File: config.mk
export PLATFORM = sky130hd
export DESIGN_NAME = imem_loader
export DESIGN_NICKNAME = d
export VERILOG_FILES = /design/src/rtl/imem_loader.sv
export SDC_FILE = /design/constraint.sdc
export NUM_CORES = 1
export LEC_CHECK = 0
export BUFFER_PORTS_ARGS = -buffer_cell sky130_fd_sc_hd__buf_4
export CAP_MARGIN = 20
export CORE_MARGIN = 2
export CORE_UTILIZATION = 50
export DETAILED_ROUTE_END_ITERATION = 10
export PLACE_DENSITY = 0.66
export SKIP_CTS_REPAIR_TIMING = 1
export SYNTH_ARGS = -nofsm -noshare
export SYNTH_HDL_FRONTEND = slang
export SYNTH_SLANG_ARGS = --single-unit
File: constraint.sdc
create_clock -name clk -period 3.8 [get_ports clk]
set_input_delay 0.57 -clock clk [delete_from_list [all_inputs] [get_ports clk]]
set_output_delay 0.57 -clock clk [all_outputs]
set_load 0.01 [all_outputs]
File: src/rtl/imem_loader.sv
// imem_loader: receives a framed program image over a byte stream, writes it into the
// byte-wide instruction memory from address 0, and releases the CPU reset only after
// a complete image with a matching 8-bit additive checksum has been loaded.
// Frame: SYNC, LEN_HI, LEN_LO, LEN data bytes, CSUM (sum of data bytes mod 256).

module imem_loader #(
    parameter int          ADDR_W    = 10,
    parameter logic [7:0]  SYNC_BYTE = 8'hA5
) (
    input  logic              clk,
    input  logic              rst,
    input  logic [7:0]        in_data,
    input  logic              in_valid,
    output logic              in_ready,
    output logic              mem_we,
    output logic [ADDR_W-1:0] mem_addr,
    output logic [7:0]        mem_wdata,
    output logic              cpu_rst,
    output logic              done,
    output logic              err
);

    typedef enum logic [2:0] {
        ST_IDLE   = 3'd0,
        ST_LEN_HI = 3'd1,
        ST_LEN_LO = 3'd2,
        ST_DATA   = 3'd3,
        ST_CSUM   = 3'd4,
        ST_DONE   = 3'd5,
        ST_ERROR  = 3'd6
    } state_t;

    // Largest legal image length: the whole memory.
    localparam logic [16:0] CAP = 17'd1 << ADDR_W;

    state_t              state_r;
    state_t              state_s;
    logic [15:0]         count_r;
    logic [15:0]         len_r;
    logic [7:0]          sum_r;
    logic                in_ready_r;
    logic                mem_we_r;
    logic [ADDR_W-1:0]   mem_addr_r;
    logic [7:0]          mem_wdata_r;
    logic                cpu_rst_r;
    logic                done_r;
    logic                err_r;

    logic                accept_s;
    logic                is_sync_s;
    logic [15:0]         len_full_s;
    logic                len_bad_s;

    // Running modulo-256 checksum of the image data bytes.
    function automatic logic [7:0] csum_add(input logic [7:0] sum, input logic [7:0] b);
        return sum + b;
    endfunction

    assign accept_s   = in_valid & in_ready_r;
    assign is_sync_s  = (in_data == SYNC_BYTE);
    // Length as it will be once the LEN_LO byte currently on the bus is stored.
    assign len_full_s = {len_r[15:8], in_data};
    // Zero, non-word-multiple or larger-than-memory images are rejected up front.
    assign len_bad_s  = (len_full_s == 16'd0) || (len_full_s[1:0] != 2'b00) ||
                        ({1'b0, len_full_s} > CAP);

    // Next-state decode; the FSM only advances on an accepted byte.
    always_comb begin
        state_s = state_r;
        if (accept_s) begin
            case (state_r)
                ST_IDLE: begin
                    if (is_sync_s) state_s = ST_LEN_HI;
                    else           state_s = ST_IDLE;
                end
                ST_LEN_HI: state_s = ST_LEN_LO;
                ST_LEN_LO: begin
                    if (len_bad_s) state_s = ST_ERROR;
                    else           state_s = ST_DATA;
                end
                ST_DATA: begin
                    if (count_r == (len_r - 16'd1)) state_s = ST_CSUM;
                    else                            state_s = ST_DATA;
                end
                ST_CSUM: begin
                    if (in_data == sum_r) state_s = ST_DONE;
                    else                  state_s = ST_ERROR;
                end
                ST_DONE, ST_ERROR: begin
                    if (is_sync_s) state_s = ST_LEN_HI;
                    else           state_s = state_r;
                end
                default: state_s = ST_IDLE;
            endcase
        end else begin
            state_s = state_r;
        end
    end

    // FSM state register.
    always_ff @(posedge clk) begin
        if (rst) state_r <= ST_IDLE;
        else     state_r <= state_s;
    end

    // Length/count/checksum capture, imem write port and registered status outputs.
    always_ff @(posedge clk) begin
        if (rst) begin
            in_ready_r  <= 1'b0;
            count_r     <= 16'd0;
            len_r       <= 16'd0;
            sum_r       <= 8'd0;
            mem_we_r    <= 1'b0;
            mem_addr_r  <= '0;
            mem_wdata_r <= 8'd0;
            cpu_rst_r   <= 1'b1;
            done_r      <= 1'b0;
            err_r       <= 1'b0;
        end else begin
            in_ready_r <= 1'b1;
            mem_we_r   <= 1'b0;
            if (accept_s) begin
                case (state_r)
                    ST_IDLE, ST_DONE, ST_ERROR: begin
                        if (is_sync_s) begin
                            count_r <= 16'd0;
                            len_r   <= 16'd0;
                            sum_r   <= 8'd0;
                        end
                    end
                    ST_LEN_HI: len_r[15:8] <= in_data;
                    ST_LEN_LO: len_r[7:0]  <= in_data;
                    ST_DATA: begin
                        mem_we_r    <= 1'b1;
                        mem_addr_r  <= count_r[ADDR_W-1:0];
                        mem_wdata_r <= in_data;
                        sum_r       <= csum_add(sum_r, in_data);
                        count_r     <= count_r + 16'd1;
                    end
                    default: ;
                endcase
            end
            done_r    <= (state_s == ST_DONE);
            err_r     <= (state_s == ST_ERROR);
            cpu_rst_r <= (state_s != ST_DONE);
        end
    end

    assign in_ready  = in_ready_r;
    assign mem_we    = mem_we_r;
    assign mem_addr  = mem_addr_r;
    assign mem_wdata = mem_wdata_r;
    assign cpu_rst   = cpu_rst_r;
    assign done      = done_r;
    assign err       = err_r;

endmodule

==> reports/qor.yml <==
die_h_um: 88.8
place_ws_ps: 912
cp_top_family: "simple AND/OR/NAND/NOR gates"
slowest_delay_ps: 410
synth_warnings: 0
yosys.area_share.adder: 0.0369
required_ps: 4050
synth_edf_count: 0
finalHoldViolCount: 0
gp_congestion: 0.828
async_flop_share: 0
num_rows: 30
layout.cells.non_filler: 575
port-buffer-count: 33
p_seq_frac: 0.481
p_int_w: 0.00111
synth.distinct_cells: 60
dr.pass1.iters: 4
die_area_um2: 7880
min_period_over_period: 0.756
slowest_stage: "nor3b_2"
path_class: "flop to flop"
antenna_found_initial: 0
timing.final.max_slew_violations: 0
syn_to_final_growth_pct: 14.0
wire_per_inst_um: 15.4
cts_tree: "done"
path_clk_slew_ps: 80
drc_errors: 0
yosysMostFrequentCell: "nand2_1"
grt_pass1_vias: 3024
endpoint_kind: "flop"
rsz0062_at_grt: "no"
synth_top_family_by_area: "simple AND/OR/NAND/NOR gates"
pin_count: 34
grt_usage: 0.247
skew_ps: 8.90
yosys.area_share.simple: 0.303
crit_path_max_fanout: 6
final_core_util: 0.597
worstPathCellList: "inv_1 -> ha_1 -> nor3b_2 -> nand3_2 -> or3b_1 -> a211oi_2 -> nor3_1 -> nor4_1 -> o21ai_1 -> or3_1"
viasPerCell: 5.65
grt_max_degree: 62
peakVddDrop_v: 0.000210
die_w_um: 88.8
start_kind: "flop"
synth_top_area_frac: 0.368
syn_inst: 456
synth-xor-area-share: 0.0634
core_area_um2: 6870
synth_nets: 477
syn_area_per_cell_um2: 7.88
hold_slack_ps: 459
clockRootBuffer: "clkbuf_8"
postRouteWirelength_mm: 8.88
grt-ovfl-total: 0
setup_tns_ps: 0
postRouteAntennaNets: 0
cts_sinks: 66
tightest_slew_ps: 927
clkPwrFrac: 0.488
fmax_mhz: 348
status: "completed"
setup_viol: 0
arrival_ps: 3120
cellPowerDensity_nw_per_um2: 351
synth.area.mux_share: 0.00940
synth-main-ff-cell: "dfxtp_1"
dp.cells: 559
yosys.area.top_type: "dfxtp_1"
grt_pass1_wl_mm: 15.1
drive_gt1_frac: 0.150
min_path_type: "flop to flop"
numCtsBuffers: 9
p_leak_nw: 1.50
vias: 3248
first_iter_violations: 197
switchingPower_w: 0.000324
worst_slack_ps: 929
fin_crit_ps: 2870
swShare: 0.225
n_antenna_cell: 0
cp.buffers_inverters: 1
start_util: 0.523
reg2reg_setup_slack_ps: 930
htreeDepth: 3
combPwrFrac: 0.031
synth-compound-area-share: 0.174
yosysSeqAreaShare: 0.368
synth_common_cells: "nand2_1, dfxtp_1, a21oi_1"
synthesis.area_um2: 3590
clock_latency_ps: 360
slew_headroom: 0.381
dp.final_hpwl_mm: 6.11
synth_area_leaders: "dfxtp_1, nand2_1, a21oi_1"
nets: 495
maxCapViolations: 0
ctsLongestPathBuffers: 2
ys_ff_latch: 66
[power groups by stage]
stage / Sequential [W] / Clock (W) / Combinational [W]
final: 0.000692 / 0.000702 / 0.0000445
after floorplan: 0.000708 / 0 / 0.0000232
after detailed placement: 0.000708 / 0 / 0.0000443
after global routing: 0.000692 / 0.000739 / 0.0000483
after CTS: 0.000692 / 0.000710 / 0.0000444
after global placement: 0.000708 / 0 / 0.0000434
[cell usage in the layout (no fill, tap or decap), types with 3 or more instances in the layout]
| master | instances |
|---|---|
| xor2_1 | 7 |
| mux2_2 | 3 |
| a21oi_1 | 54 |
| and2_1 | 3 |
| a21o_1 | 4 |
| nand3b_1 | 3 |
| xnor2_1 | 19 |
| a22oi_1 | 7 |
| nand3_1 | 34 |
| nand4_1 | 3 |
| clkbuf_8 | 11 |
| nand2_1 | 73 |
| dfxtp_1 | 66 |
| nor3_1 | 11 |
| o21ai_0 | 13 |
| nor2_1 | 34 |
| or3_1 | 5 |
| inv_1 | 9 |
| nor2b_1 | 3 |
| and3_1 | 7 |
| buf_4 | 37 |
| ha_1 | 9 |
| o21a_1 | 5 |
| nor4_1 | 9 |
[sequential cells by signal (all words and copies together) (netlist names), 3 cells and up]
register and cells:
mem_addr 10, sum_r 8, len_r 16, state_r 3, mem_wdata 8, count_r 16
[cells by family after synthesis]
family,count (synthesis)
buf+inv,39
mux,3
fa+ha+maj,10
compound gates,102
flops,66
simple gates,210
xor+xnor,26
[final timing paths]
path / from / endpoint / cells after the start
worst max register to register: len_r[0]$_SDFFE_PP0P_ / cpu_rst$_SDFF_PP1_ / 10
worst min register to register: mem_addr[7]$_SDFFE_PP0P_ / mem_addr[7]$_SDFFE_PP0P_ / 2
worst max-delay path: len_r[0]$_SDFFE_PP0P_ / cpu_rst$_SDFF_PP1_ / 10
worst min-delay path: mem_addr[7]$_SDFFE_PP0P_ / mem_addr[7]$_SDFFE_PP0P_ / 2
[stage by stage]
step | instance area, um2 | power (W)
2_1_floorplan | 3590 | 0.000732
3_3_place_gp | 3860 | 0.000752
3_5_place_dp | 3860 | 0.000753
4_1_cts | 4100 | 0.00145
5_1_grt | 4100 | 0.00148
6_report | 4100 | 0.00144
[metal layers]
| layer | global-route usage | up-vias | part of all wire |
|---|---|---|---|
| met5 | 0 | - | 0 |
| met4 | 0.103 | 0 | 0.019 |
| met3 | 0.0438 | 14 | 0.047 |
| met2 | 0.374 | 92 | 0.45 |
| met1 | 0.344 | 1502 | 0.48 |
| li1 | - | 1640 | - |
[worst reg2reg max path: stages, from the launching register on]
cell and delay, ps:
dfxtp_1 370, inv_1 80, ha_1 190, nor3b_2 410
nand3_2 180, or3b_1 410, a211oi_2 230, nor3_1 100
nor4_1 230, o21ai_1 180, or3_1 390
[final cells by class]
type / count / area (um2)
clock inverters: 5 / 85.1
multi-input cells: 351 / 2110
clock buffers: 11 / 151
well taps: 96 / 120
repair buffers: 37 / 278
fillers: 651 / 2770
inverters: 9 / 33.8
flip-flops and latches: 66 / 1320
(Power assumes the default switching activity.)
